**src/rtl/mult_pkg.sv**
```systemverilog
// Shared definitions for the sequential-multiplier issue controller.
// Latency: n/a (types and default constants only).
// Backpressure: n/a.
package mult_pkg;

    // Default operand width; the product is twice this.
    localparam int WIDTH_DEF   = 8;

    // Default number of RUN-state cycles before the watchdog fires.
    localparam int TIMEOUT_DEF = 16;

    // Sequencer states; the encoding is fixed.
    typedef enum logic [1:0] {
        IDLE = 2'd0,
        LOAD = 2'd1,
        RUN  = 2'd2,
        DONE = 2'd3
    } state_t;

endpackage

```
**src/rtl/mult_issue_ctrl_op_fifo.sv**
```systemverilog
// Purpose: synchronous operand FIFO, DEPTH x DW, head read straight from the flop array.
// Latency: a pushed entry is visible at the head one cycle later (no same-cycle bypass).
// Backpressure: push ignored while full, pop ignored while empty.
// Ports: clk, reset (sync, active-high); push/push_dat write side;
//        pop/head_dat read side; full/empty status flags.
module op_fifo #(
    parameter int DEPTH = 2,
    parameter int DW    = 16
) (
    input  logic          clk,
    input  logic          reset,
    input  logic          push,
    input  logic [DW-1:0] push_dat,
    input  logic          pop,
    output logic [DW-1:0] head_dat,
    output logic          full,
    output logic          empty
);

    localparam int AW = $clog2(DEPTH);

    logic [DW-1:0] mem [DEPTH];
    // One extra pointer bit distinguishes full from empty.
    logic [AW:0]   wr_ptr;
    logic [AW:0]   rd_ptr;
    logic          push_ok;
    logic          pop_ok;

    assign empty    = (wr_ptr == rd_ptr);
    assign full     = (wr_ptr[AW] != rd_ptr[AW]) &&
                      (wr_ptr[AW-1:0] == rd_ptr[AW-1:0]);
    assign push_ok  = push && !full;
    assign pop_ok   = pop && !empty;
    assign head_dat = mem[rd_ptr[AW-1:0]];

    always_ff @(posedge clk) begin
        if (reset) begin
            wr_ptr <= '0;
            rd_ptr <= '0;
        end else begin
            if (push_ok) wr_ptr <= wr_ptr + 1'b1;
            if (pop_ok)  rd_ptr <= rd_ptr + 1'b1;
        end
    end

    // Storage carries no reset; the pointers define validity.
    always_ff @(posedge clk) begin
        if (push_ok) mem[wr_ptr[AW-1:0]] <= push_dat;
    end

endmodule

```
**src/rtl/mult_issue_ctrl.sv**
```systemverilog
// Purpose: queue operand pairs, run the sequential multiplier one pair at a time, return products.
// Latency: LOAD to out_valid is 11 cycles with the companion multiplier; watchdog after TIMEOUT RUN cycles.
// Backpressure: in_ready = FIFO not full; out_ready low holds DONE (and the result) indefinitely.
// Ports: clk, reset (sync, active-high); in_* operand valid/ready; out_* result valid/ready
//        with out_err for watchdog results; busy; mult_* drive and observe the multiplier.
module mult_issue_ctrl
    import mult_pkg::*;
#(
    parameter int WIDTH      = WIDTH_DEF,
    parameter int FIFO_DEPTH = 2,
    parameter int TIMEOUT    = TIMEOUT_DEF
) (
    input  logic               clk,
    input  logic               reset,
    input  logic               in_valid,
    output logic               in_ready,
    input  logic [WIDTH-1:0]   in_a,
    input  logic [WIDTH-1:0]   in_b,
    output logic               out_valid,
    input  logic               out_ready,
    output logic [2*WIDTH-1:0] out_p,
    output logic               out_err,
    output logic               busy,
    output logic               mult_start,
    output logic [WIDTH-1:0]   mult_a,
    output logic [WIDTH-1:0]   mult_b,
    input  logic [2*WIDTH-1:0] mult_p,
    input  logic               mult_rdy
);

    localparam int DW = 2 * WIDTH;
    localparam int CW = $clog2(TIMEOUT) + 1;
    localparam logic [CW-1:0] CNT_LAST = CW'(TIMEOUT - 1);

    state_t        state_q;
    state_t        state_d;
    logic [CW-1:0] cyc_cnt;
    logic          fifo_full;
    logic          fifo_empty;
    logic          fifo_pop;
    logic [DW-1:0] fifo_head;
    logic          rdy_hit;
    logic          timeout_hit;

    op_fifo #(
        .DEPTH (FIFO_DEPTH),
        .DW    (DW)
    ) u_op_fifo (
        .clk      (clk),
        .reset    (reset),
        .push     (in_valid),
        .push_dat ({in_a, in_b}),
        .pop      (fifo_pop),
        .head_dat (fifo_head),
        .full     (fifo_full),
        .empty    (fifo_empty)
    );

    assign in_ready = !fifo_full;
    assign busy     = (state_q != IDLE);
    assign fifo_pop = (state_q == IDLE) && !fifo_empty;

    // rdy in the first RUN cycle may be left over from the previous
    // operation (the multiplier has only just left reset), so skip it.
    assign rdy_hit     = (state_q == RUN) && (cyc_cnt != '0) && mult_rdy;
    assign timeout_hit = (state_q == RUN) && !rdy_hit && (cyc_cnt == CNT_LAST);

    always_comb begin
        state_d = state_q;
        case (state_q)
            IDLE: if (!fifo_empty) state_d = LOAD;
            LOAD: state_d = RUN;
            RUN:  if (rdy_hit || timeout_hit) state_d = DONE;
            DONE: if (out_ready) state_d = IDLE;
            default: state_d = IDLE;
        endcase
    end

    always_ff @(posedge clk) begin
        if (reset) begin
            state_q    <= IDLE;
            cyc_cnt    <= '0;
            mult_start <= 1'b1;
            mult_a     <= '0;
            mult_b     <= '0;
            out_valid  <= 1'b0;
            out_p      <= '0;
            out_err    <= 1'b0;
        end else begin
            state_q    <= state_d;
            // Registered so the multiplier's reset pin is glitch-free; it
            // is released only for the cycles spent in RUN.
            mult_start <= (state_d != RUN);

            if (fifo_pop) begin
                {mult_a, mult_b} <= fifo_head;
            end

            // Cleared in LOAD; leaves RUN by CNT_LAST so it never wraps.
            if (state_q == LOAD) begin
                cyc_cnt <= '0;
            end else if (state_q == RUN) begin
                cyc_cnt <= cyc_cnt + 1'b1;
            end

            if (rdy_hit) begin
                out_p     <= mult_p;
                out_err   <= 1'b0;
                out_valid <= 1'b1;
            end else if (timeout_hit) begin
                out_p     <= '0;
                out_err   <= 1'b1;
                out_valid <= 1'b1;
            end else if ((state_q == DONE) && out_ready) begin
                out_valid <= 1'b0;
            end
        end
    end

endmodule

```
**config.mk**
```make
export PLATFORM = sky130hd
export DESIGN_NAME = mult_issue_ctrl
export DESIGN_NICKNAME = d
export VERILOG_FILES = /design/src/rtl/mult_pkg.sv /design/src/rtl/mult_issue_ctrl_op_fifo.sv /design/src/rtl/mult_issue_ctrl.sv
export SDC_FILE = /design/constraint.sdc
export NUM_CORES = 1
export LEC_CHECK = 0
export BUFFER_PORTS_ARGS = -buffer_cell sky130_fd_sc_hd__buf_2
export CAP_MARGIN = 30
export CORE_MARGIN = 2
export CORE_UTILIZATION = 55
export CTS_BUF_LIST = sky130_fd_sc_hd__clkbuf_4 sky130_fd_sc_hd__clkbuf_8
export DETAILED_ROUTE_END_ITERATION = 8
export PLACE_DENSITY = 0.87
export SYNTH_ARGS = -nofsm -noshare
export SYNTH_HDL_FRONTEND = slang
export SYNTH_SLANG_ARGS = --single-unit
```
**constraint.sdc**
```tcl
create_clock -name clk -period 6 [get_ports clk]
set_input_delay 1.2 -clock clk [delete_from_list [all_inputs] [get_ports clk]]
set_output_delay 1.2 -clock clk [all_outputs]
set_load 0.01 [all_outputs]
```
### After elaboration in Yosys (flattened, before gate mapping)

Memories as Yosys holds them, arrays and structs flattened. A register that Yosys moved wholly into a read port is not among the register bits.
Index checks and enable logic that the tools add are counted.

* muxes and demuxes: 11
* eq/ne operators: 8
* reductions and logical operators: 20
* add/subtract/negate cells: 3

Operators with widths (count)
* 16-bit two-way mux: 2
* 1-bit logical AND: 9
* 2-bit one-hot mux with 4 select lines: 1
* 2-bit two-way mux: 3
* 5-bit by 1-bit adder with 5-bit output (second input constant): 1
* 5-bit by 4-bit equality test with 1-bit output (second input constant): 1
* 1-bit two-way mux: 5
* 5-bit nonzero test: 1
* 2-bit by 1-bit adder with 2-bit output (second input constant): 2
* 2-bit equality test (second input constant): 2
* 2-bit nonzero test: 2
* 2-bit OR reduction: 2
* 1-bit logical NOT: 3
* 3-bit nonzero test: 1
* 2-bit by 1-bit equality test with 1-bit output (second input constant): 1
* 2-bit equality test: 1
* 2-bit logical NOT: 1
* 2-bit != test (second input constant): 1
* 1-bit equality test: 1
* 1-bit logical OR: 1
* 1-bit != test: 1

* input bits: 37
* RAM bits: 32
* bits in registers: 30
* output and inout bits: 37
* word-level logic and storage cells: 51
* memories: 1

Memories
* u_op_fifo.mem: depth 2, bits a word 16, rd ports 1, clocked after memory_dff 1, wr ports 1, RTL line mult_issue_ctrl_op_fifo.sv:22 `logic [DW-1:0] mem [DEPTH];`

### Longest topological paths before layout

Gate-level depths: netlist of run 1.

* word-level depth: 10
* mapped depth: 7
* mapped depth without buffers: 5

### Cells and area by module

Synthesis of run 1 repeated with hierarchy kept, for this count alone.

* cells, all modules: 287
* area total of the unflattened synthesis: 3291.9 µm²

By module, submodules not included
* mult_issue_ctrl: cells each 204, area each 1856.8 µm², instances 1, sequential area each 840.8 µm²
* op_fifo: cells each 83, area each 1435.1 µm², instances 1, sequential area each 1061.0 µm²

### Worst setup path after synthesis of run 1

Ideal clock, no wire load.

* path type: input -> register
* start point: input port in_valid
* end point: register u_op_fifo.wr_ptr[1]
* data required time: 5.879 ns
* library setup time: 0.121 ns
* path buffers: 0
* arrival: 2.533 ns
* cell stages on the path: 3
* setup slack: 3.347 ns
* cell sequence: nand2_1 > a21oi_1 > mux2_2

* longest elaborated chain between the ends: 1

Ends and longest elaborated chain
* start, declared: RTL line mult_issue_ctrl.sv:15 `input logic in_valid,`
* 1-bit logical AND: RTL line mult_issue_ctrl_op_fifo.sv:32 `assign push_ok = push && !full;`
* end signal, assigned: RTL line mult_issue_ctrl_op_fifo.sv:41 `if (push_ok) wr_ptr <= wr_ptr + 1'b1;`
* end, declared: RTL line mult_issue_ctrl_op_fifo.sv:24 `logic [AW:0] wr_ptr;`

No other way between the ends.
A chain may end at the register's enable or synchronous reset.

### Worst setup path after layout of run 1

* start point: register state_q[1]
* end point: output port busy

* longest elaborated chain between the ends: 1

Ends and longest elaborated chain
* start, declared: RTL line mult_issue_ctrl.sv:35 `state_t state_q;`
* start signal, assigned: RTL line mult_issue_ctrl.sv:90 `state_q <= state_d;`
* 2-bit nonzero test: RTL line mult_issue_ctrl.sv:60 `assign busy = (state_q != IDLE);`
* end, declared: RTL line mult_issue_ctrl.sv:23 `output logic busy,`

No other way between the ends.

==> impl_metrics.toml, run 1 <==
[run_status]
status = "completed"

[route]
drc = 0
wirelength_mm = 6.515
vias = 2314
ant_nets = 0
avgViaCountPerCell = 5.458
drt_iter0_markers = 88
drt_first_pass_iters = 4
wire_per_inst_um = 15.37

[clock_tree]
cts_sinks = 78
clkTransAtPathRegs_ns = 0.08
clock_path_buffers = 2
hold_buffers = 0
htree_num_levels = 3
cts_buffers = 9
postCtsResizedCells = 0
tritoncts = "yes"
ctsRootBufferMaster = "clkbuf_8"
clock_latency_ns = 0.35
postCtsSetupBuffers = 0

[cells_and_area]
stdcell_count = 424
drive_above_1_share_pct = 37.54
area_growth_pct = 16.31
layout.nets = 384
antenna_cells = 0

[yosys]
yosysSeqAreaShare_pct = 56.52
synth_edf_count = 32
synth_flop_cell = "dfxtp_1"
syn-cell-area_um2 = 3329
syn-instance-count = 277
synth_fp_nets = 317
async_reset_ff_share_pct = 0
yosysWarnings = 0
yosysUniqueCellTypes = 44
synth_area_per_cell_um2 = 12.02
yosys_register_bits = 78

[critical_path]
crit_family = "buffers and inverters"
worst-path-buf-inv = 2
reg2reg_from = "u_op_fifo.rd_ptr[0]$_SDFFE_PP0P_"
slowest_delay_ns = 0.46
r2r_slack_ns = 3.54
cp_cell_sequence = "nor2_1, clkinv_1, buf_2"
end_kind = "output pin"
cp_slowest_cell = "clkinv_1"
cp_max_fo = 17
worstRegToRegCells = 3
cp-start-kind = "flop"
cp_data_arrival_time_ns = 1.86
crit_type = "reg -> out"
worstPathRequired_ns = 4.80
worst_r2r_endpoint = "u_op_fifo.rd_ptr[0]$_SDFFE_PP0P_"

[power_and_ir_drop]
finalPower_mw = 1.606
swShare_pct = 35.77
p_sw_mw = 0.5746
p_int_mw = 1.032
power_frac_clock_pct = 21.4
p_seq_share_pct = 46.7
p_leak_nw = 1.531
p_per_area_nw_per_um2 = 414.8
combPwrFrac_pct = 31.9
vdd_ir_drop_max_uv = 257.2

[sta]
holdWs_ns = 0.4554
max-slew-margin-rel_pct = 33.89
period_share_pct = 51.07
slew_violations = 0
setup_viol = 0
final_hold_viol_count = 0
max_freq_mhz = 326.4
fin_setup_tns_ns = 0
fin_crit_ns = 3.064
max_slew.worst_pin.slew_ns = 0.9916
rsz0062_at_grt = "no"
clock_skew_ns = 0.007425

[grt]
grt_max_degree = 64
grt_pass1_vias = 2165
grt-ovfl-total = 0
track_usage_pct = 20.21
grt_pass1_wl_mm = 10.05
antenna_found_initial = 0

[hold_path]
hold_start = "mult_b[2]$_SDFFE_PP0P_"
hold_path.class = "reg -> reg"
hold_depth = 2
hold_end = "mult_b[2]$_SDFFE_PP0P_"

[placement]
dp_hpwl_mm = 4.289
place_congestion = 0.7490
numPortBuffers = 73
place_inst = 408

[die]
row_count = 28
die_x_um = 81.81
ioPinCount = 74
core_area_um2 = 5886
initial_utilization_pct = 56.57
die_h_um = 81.81
die-area_um2 = 6692

[job]
maxCapViolCount = 0
[cell families (layout without fill, tap and decap cells)]
kind of cell | after synthesis | count (layout) | synth area share [%]
DFF | 78 | 78 | 56.52
AOI/OAI and AO/OA | 68 | 68 | 16.05
and+or+nand+nor | 60 | 60 | 12.06
buffers and inverters | 42 | 114 | 5.824
muxes | 21 | 21 | 7.103
xor gates and xnor gates | 5 | 5 | 1.316
adders and majority gates | 3 | 3 | 1.128
[power by group through the flow]
stage | clock, mW | sequential (mW) | combinational [mW]
2_1_floorplan | 0 | 0.755 | 0.367
3_3_place_gp | 0 | 0.752 | 0.506
3_5_place_dp | 0 | 0.760 | 0.515
4_1_cts | 0.348 | 0.750 | 0.518
5_1_grt | 0.367 | 0.764 | 0.560
6_report | 0.344 | 0.750 | 0.513
[Yosys cell counts, types with 3 or more instances]
master,instances,area [um2]
o21ai_0,5,25.02
nor2b_1,6,37.54
clkbuf_1,9,33.78
a211oi_1,33,247.7
xnor2_1,3,26.28
nand2b_1,15,93.84
inv_1,21,78.83
buf_2,5,25.02
nand4b_1,14,122.6
nand2_1,5,18.77
nor2_1,8,30.03
ha_1,3,37.54
buf_6,3,33.78
edfxtp_1,32,960.9
dfxtp_1,46,920.9
a21oi_1,5,25.02
mux2_2,21,236.5
o21ai_2,11,96.34
[worst reg2reg max path: cells and delay by family (launching register included)]
kind	cells	cell delay, ns
muxes	1	0.40
AOI/OAI and AO/OA	1	0.71
DFF	1	0.97
xor gates and xnor gates	1	0.28
[per-stage QoR]
| step | setup slack (ns) | util, % | cell area (um2) |
|---|---|---|---|
| 2_1_floorplan | 3.347 | - | 3329 |
| 3_3_place_gp | 3.360 | 62.93 | 3704 |
| 3_5_place_dp | 3.269 | 62.93 | 3704 |
| 4_1_cts | 2.907 | 65.80 | 3872 |
| 5_1_grt | 2.739 | 65.80 | 3872 |
| 6_report | 2.936 | 65.80 | 3872 |
[worst max path at each step]
stage	startpoint	to	depth (start not counted)
after floorplan	in_valid	u_op_fifo.wr_ptr[1]$_SDFFE_PP0P_	3
after global placement	state_q[1]$_SDFF_PP0_	busy	3
after CTS	state_q[1]$_SDFF_PP0_	busy	3
after detailed placement	reset	out_p[1]$_SDFFE_PP0P_	4
final	state_q[1]$_SDFF_PP0_	busy	3
after global routing	state_q[1]$_SDFF_PP0_	busy	3
[per-layer routing]
metal	GRT usage (%)	wire length, um	vias up
met5	0	0	-
met4	8.833	84	0
met1	24.26	2843	1078
met2	33.90	3118	79
li1	-	-	1149
met3	5.714	469	8
[cells in the final DEF (no fill, tap or decap), drive strengths merged, types with 2 or more instances in the layout]
master	netlist	routed
buf	11	76
nand3b	2	2
o21ai	16	16
xnor2	3	3
and4	2	2
nand2b	15	15
clkinvlp	0	2
a31o	2	2
a22oi	2	2
edfxtp	32	32
nand2	5	5
nand3	2	2
clkbuf	9	10
a211oi	34	34
a21oi	5	5
ha	3	3
dfxtp	46	46
clkinv	1	4
inv	21	22
mux2	21	21
nor2	8	8
nand4b	14	14
nor2b	6	6
xor2	2	2
[state kept, by name, indices dropped and copies added, names as in the netlist]
signal and cells:
u_op_fifo.mem 32, u_op_fifo.rd_ptr 2, mult_b 8, out_err 1
u_op_fifo.wr_ptr 2, state_q 2, cyc_cnt 5, mult_start 1
mult_a 8, out_p 16, out_valid 1
[cell type report]
| cell class | instances | area, um2 |
|---|---|---|
| clock buffers | 10 | 131.4 |
| flip-flops and latches | 78 | 1882 |
| inverters | 22 | 82.58 |
| fillers | 448 | 2013 |
| well taps | 75 | 93.84 |
| repair buffers | 76 | 387.9 |
| multi-input cells | 157 | 1257 |
| clock inverters | 6 | 37.54 |
Power figures use the tool's default switching activity.
==> run 2: changes to the inputs <==
--- a/config.mk
+++ b/config.mk
@@ -8,10 +8,10 @@
 export BUFFER_PORTS_ARGS = -buffer_cell sky130_fd_sc_hd__buf_2
 export CAP_MARGIN = 30
 export CORE_MARGIN = 2
-export CORE_UTILIZATION = 55
+export CORE_UTILIZATION = 50
 export CTS_BUF_LIST = sky130_fd_sc_hd__clkbuf_4 sky130_fd_sc_hd__clkbuf_8
 export DETAILED_ROUTE_END_ITERATION = 8
-export PLACE_DENSITY = 0.87
+export PLACE_DENSITY = 0.83
 export SYNTH_ARGS = -nofsm -noshare
 export SYNTH_HDL_FRONTEND = slang
 export SYNTH_SLANG_ARGS = --single-unit
==> constraint.sdc (replaced) <==
create_clock -name clk -period 2.7 [get_ports clk]
set_input_delay 0.54 -clock clk [delete_from_list [all_inputs] [get_ports clk]]
set_output_delay 0.54 -clock clk [all_outputs]
set_load 0.01 [all_outputs]
==> run 2 against run 1 <==
  * Final cell count up 1.7%
  * Highest routed layer unchanged
  * Global-route usage down 1.4 points
  * Non-clock buffer count up 5
  * Critical path type unchanged
  * Sequential share of layout area down 0.98 points
  * Core utilization down 3.9 points
  * First-iteration DRC count down 40%
==> impl_metrics.toml, run 2 (same netlist as run 1, synthesis figures left out) <==
[run_status]
status = "completed"

[route]
drc = 0
wire_per_inst_um = 15.47
wirelength_mm = 6.668
drt_iter0_markers = 53
avgViaCountPerCell = 5.418
ant_nets = 0
vias = 2335
drt_first_pass_iters = 6

[critical_path]
end_kind = "output pin"
cp_max_fo = 14
worst-path-buf-inv = 2
reg2reg_from = "state_q[1]$_SDFF_PP0_"
cp_cell_sequence = "nor2_1, clkinv_1, buf_2"
worstRegToRegCells = 3
crit_family = "flip-flops"
worst_r2r_endpoint = "out_p[5]$_SDFFE_PP0P_"
r2r_slack_ns = 0.81
crit_type = "reg -> out"
slowest_delay_ns = 0.43
worstPathRequired_ns = 2.16
cp_data_arrival_time_ns = 1.46
cp_slowest_cell = "dfxtp_1"
cp-start-kind = "flop"

[sta]
setup_viol = 0
fin_crit_ns = 2.003
rsz0062_at_grt = "no"
max-slew-margin-rel_pct = 48.65
clock_skew_ns = 0.006383
max_freq_mhz = 499.2
final_hold_viol_count = 0
period_share_pct = 74.19
slew_violations = 0
fin_setup_tns_ns = 0
max_slew.worst_pin.slew_ns = 0.7703

[clock_tree]
clkTransAtPathRegs_ns = 0.08
clock_path_buffers = 2
postCtsSetupBuffers = 0
postCtsResizedCells = 0
clock_latency_ns = 0.33
tritoncts = "yes"
ctsRootBufferMaster = "clkbuf_8"
htree_num_levels = 3
hold_buffers = 0
cts_buffers = 9
cts_sinks = 78

[power_and_ir_drop]
p_leak_nw = 1.582
vdd_ir_drop_max_uv = 583.6
finalPower_mw = 3.761
p_per_area_nw_per_um2 = 951.5

[grt]
antenna_found_initial = 0
grt-ovfl-total = 0
grt_pass1_wl_mm = 11.02
grt_max_degree = 43
track_usage_pct = 18.83
grt_pass1_vias = 2346

[cells_and_area]
drive_above_1_share_pct = 38.70
n_fill_cell = 517
area_growth_pct = 18.71
largest_register_ffs = 32
layout_common_cells = "buf_2 (73), dfxtp_1 (46), a211oi_1 (33)"
final_common_cell = "buf_2"
regArea_um2 = 1882
multi_input_area_um2 = 1257
layout.nets = 389
antenna_cells = 0

[hold_path]
hold_start = "in_a[2]"
hold_path.class = "in -> reg"
hold_depth = 1
hold_end = "u_op_fifo.mem[1][10]$_DFFE_PP_"

[job]
maxCapViolCount = 0

[die]
ioPinCount = 74
die_h_um = 85.60
die_x_um = 85.60
row_count = 29
die-area_um2 = 7327
initial_utilization_pct = 52.14
core_area_um2 = 6386

[placement]
numPortBuffers = 73
dp_hpwl_mm = 4.600
place_congestion = 0.7781
run 2: final cells by class:
type | instances | share of cell area (%)
Clock inverter | 5 | 1.456
Timing Repair Buffer | 81 | 10.76
Multi-Input combinational cell | 157 | 31.81
Sequential cell | 78 | 47.61
Tap cell | 77 | 2.437
Clock buffer | 11 | 3.830
Inverter | 22 | 2.089
run 2: stage by stage:
stage          util [%]  cells  hold WS [ns]  worst slack (ns)  cell area [um2]
2_1_floorplan         -    277        0.4744            0.6574             3329
3_3_place_gp      58.62    415        0.4422            0.8602             3744
3_5_place_dp      58.62    415        0.4439            0.7866             3744
4_1_cts           61.89    431        0.3733            0.6687             3953
5_1_grt           61.89    431        0.3704            0.5450             3953
6_report          61.89    431        0.3915            0.6967             3953
run 2: how the worst max path moves through the flow:
| stage | depth (start not counted) | end | slack [ns] | start |
|---|---|---|---|---|
| floorplan | 3 | u_op_fifo.mem[0][0]$_DFFE_PP_ | 0.66 | u_op_fifo.wr_ptr[1]$_SDFFE_PP0P_ |
| global placement | 4 | out_p[2]$_SDFFE_PP0P_ | 0.86 | mult_rdy |
| detailed placement | 4 | out_p[5]$_SDFFE_PP0P_ | 0.79 | mult_rdy |
| CTS | 3 | busy | 0.67 | state_q[1]$_SDFF_PP0_ |
| global route | 3 | busy | 0.55 | state_q[1]$_SDFF_PP0_ |
| finish | 3 | busy | 0.70 | state_q[1]$_SDFF_PP0_ |
run 2: power breakdown:
group          total [mW]  switching [mW]  internal (mW)
clock network       0.894           0.416          0.478
registers            1.62           0.140           1.48
logic                1.25           0.738          0.507
total                3.76            1.30           2.47
run 2: routing by layer:
metal  part of all wire [%]  track usage (%)  up-vias  routed length, um
li1                       -                -     1159                  -
met1                     46            24.55     1103               3063
met2                     48            31.89       70               3186
met3                    5.8            4.620        3                384
met4                   0.49            4.329        0                 33
met5                      0                0        -                  0
==> run 3: changes to the inputs <==
==> constraint.sdc (replaced) <==
create_clock -name clk -period 1.66 [get_ports clk]
set_input_delay 0.332 -clock clk [delete_from_list [all_inputs] [get_ports clk]]
set_output_delay 0.332 -clock clk [all_outputs]
set_load 0.01 [all_outputs]
==> run 3 against run 2 <==
  * Flip-flop and latch count did not move
  * First-iteration DRC count rose by 62%
  * Clock skew rose by 0.0027 ns
  * Worst hold slack got worse by 0.22 ns
  * Final area rose by 5.7%
  * Combinational power rose by 90%
  * Critical path depth rose by 2
  * Power rose by 73%
  * Wire length rose by 4.8%
  * Non-clock buffer count rose by 16
  * Critical path type is now reg -> reg
==> impl_metrics.toml, run 3 (same netlist as run 1, synthesis figures left out) <==
[run_status]
status = "completed"

[grt]
grt_use_met1_pct = 23.58
grt_max_degree = 29
grt_pass1_wl_mm = 11.53
met2_usage_pct = 34.59
grt-ovfl-total = 0
grt.busiest_layer = "met2"
track_usage_pct = 20.11
grt_util_met3_pct = 5.582
grt_pass1_vias = 2449
antenna_found_initial = 0

[critical_path]
reg2reg_from = "cyc_cnt[0]$_SDFFE_PP0N_"
cp_max_fo = 8
critPathCapture = "out_p[0]$_SDFFE_PP0P_"
worst_r2r_endpoint = "out_p[0]$_SDFFE_PP0P_"
worstRegToRegCells = 5
worstPathRequired_ns = 1.90
cp_data_arrival_time_ns = 1.85
cp-startpoint = "cyc_cnt[0]$_SDFFE_PP0N_"
cp-start-kind = "flop"
crit_type = "reg -> reg"
r2r_slack_ns = 0.05
end_kind = "flop"

[die]
die-area_um2 = 7327
die_x_um = 85.60
initial_utilization_pct = 52.14
die_h_um = 85.60
ioPinCount = 74
row_count = 29
core_area_um2 = 6386

[hold_path]
hold_path.class = "in -> reg"

[placement]
place_congestion = 0.7560
numPortBuffers = 73
place_inst = 430
dp_hpwl_mm = 4.857

[route]
drt_iter0_markers = 86
drt_first_pass_iters = 4
ant_nets = 0
wire_per_inst_um = 15.60
drc = 0
vias = 2473
wirelength_mm = 6.990
avgViaCountPerCell = 5.520

[sta]
setup_viol = 0
fin_crit_ns = 1.610
max_slew.worst_pin.slew_ns = 0.4571
max_freq_mhz = 621.3
max-slew-margin-rel_pct = 69.21
final_hold_viol_count = 0
period_share_pct = 96.97
clock_skew_ns = 0.009034
slew_violations = 0
holdWs_ns = 0.1695
rsz0062_at_grt = "yes"

[clock_tree]
clkTransAtPathRegs_ns = 0.08
hold_buffers = 0
cts_buffers = 9
ctsRootBufferMaster = "clkbuf_8"
cts_sinks = 78
clock_latency_ns = 0.35
tritoncts = "yes"
clock_path_buffers = 2
htree_num_levels = 3

[cells_and_area]
layout_common_cells = "buf_2 (73), dfxtp_1 (41), a211oi_1 (33)"
final_core_util_pct = 65.40
drive_above_1_share_pct = 44.20
stdcell_count = 448
final_common_cell = "buf_2"
largest_register_ffs = 32
area_growth_pct = 25.44
antenna_cells = 0
layout.nets = 406

[power_and_ir_drop]
p_leak_nw = 1.690
combPwrFrac_pct = 36.3
vdd_ir_drop_max_uv = 942.1
p_sw_mw = 2.197
p_per_area_nw_per_um2 = 1562
p_int_mw = 4.327
swShare_pct = 33.67
power_frac_clock_pct = 23.2
finalPower_mw = 6.524
p_seq_share_pct = 40.5

[job]
maxCapViolCount = 0
==> run 3: layout make-up <==
| cell class | count | area, um2 |
|---|---|---|
| clock buffer | 9 | 123.9 |
| tap | 77 | 96.34 |
| timing repair buffer | 97 | 574.3 |
| multi-input combinational | 158 | 1321 |
| sequential | 78 | 1888 |
| inverter | 22 | 83.83 |
| clock inverter | 7 | 88.84 |
| fill | 517 | 2210 |
==> run 3: how the worst min path moves through the flow <==
stage          cells after the start                              to                    from  slack (ns)
6_report                           1  u_op_fifo.mem[0][13]$_DFFE_PP_                 in_a[5]        0.17
5_1_grt                            1  u_op_fifo.mem[0][10]$_DFFE_PP_                 in_a[2]        0.15
4_1_cts                            1   u_op_fifo.mem[1][1]$_DFFE_PP_                 in_b[1]        0.16
3_5_place_dp                       2          mult_a[4]$_SDFFE_PP0P_  mult_a[4]$_SDFFE_PP0P_        0.45
3_3_place_gp                       2          mult_a[5]$_SDFFE_PP0P_  mult_a[5]$_SDFFE_PP0P_        0.44
2_1_floorplan                      0   u_op_fifo.mem[0][0]$_DFFE_PP_                 in_b[0]        0.43
==> run 3: power groups by stage <==
stage	combinational (mW)	clock (mW)	sequential, mW
5_1_grt	2.60	1.64	2.70
2_1_floorplan	1.34	0	2.73
6_report	2.37	1.51	2.64
3_3_place_gp	2.23	0	2.64
3_5_place_dp	2.30	0	2.67
4_1_cts	2.35	1.55	2.64
==> run 3: routing by layer <==
metal | vias up | wire (um)
li1 | 1194 | -
met1 | 1183 | 2834
met5 | - | 0
met4 | 0 | 131
met3 | 13 | 507
met2 | 83 | 3517
==> run 3: worst max-delay path, cell delays in order (launching register included) <==
cell and delay (ns):
dfxtp_2 0.35, inv_1 0.08, ha_1 0.13, or4b_4 0.54, and4_4 0.22, a31o_1 0.18
==> run 3: what timing repair did <==
action                                 in CTS  in global routing
buffers inserted                            0                  1
endpoints found under the hold margin       0                  0
setup endpoints to repair                   6                 23
pin swaps                                   1                  1
gates resized for setup                     7                 10
cloned                                      1                  0
==> run 3: stage by stage <==
step / worst slack (ns) / TNS (ns) / cell area, um2
floorplan: 0.008149 / 0 / 3348
global placement: 0.04898 / 0 / 3896
detailed placement: 0.005161 / 0 / 3896
CTS: 0.01365 / 0 / 4146
global route: -0.02613 / -0.05788 / 4177
finish: 0.05037 / 0 / 4177
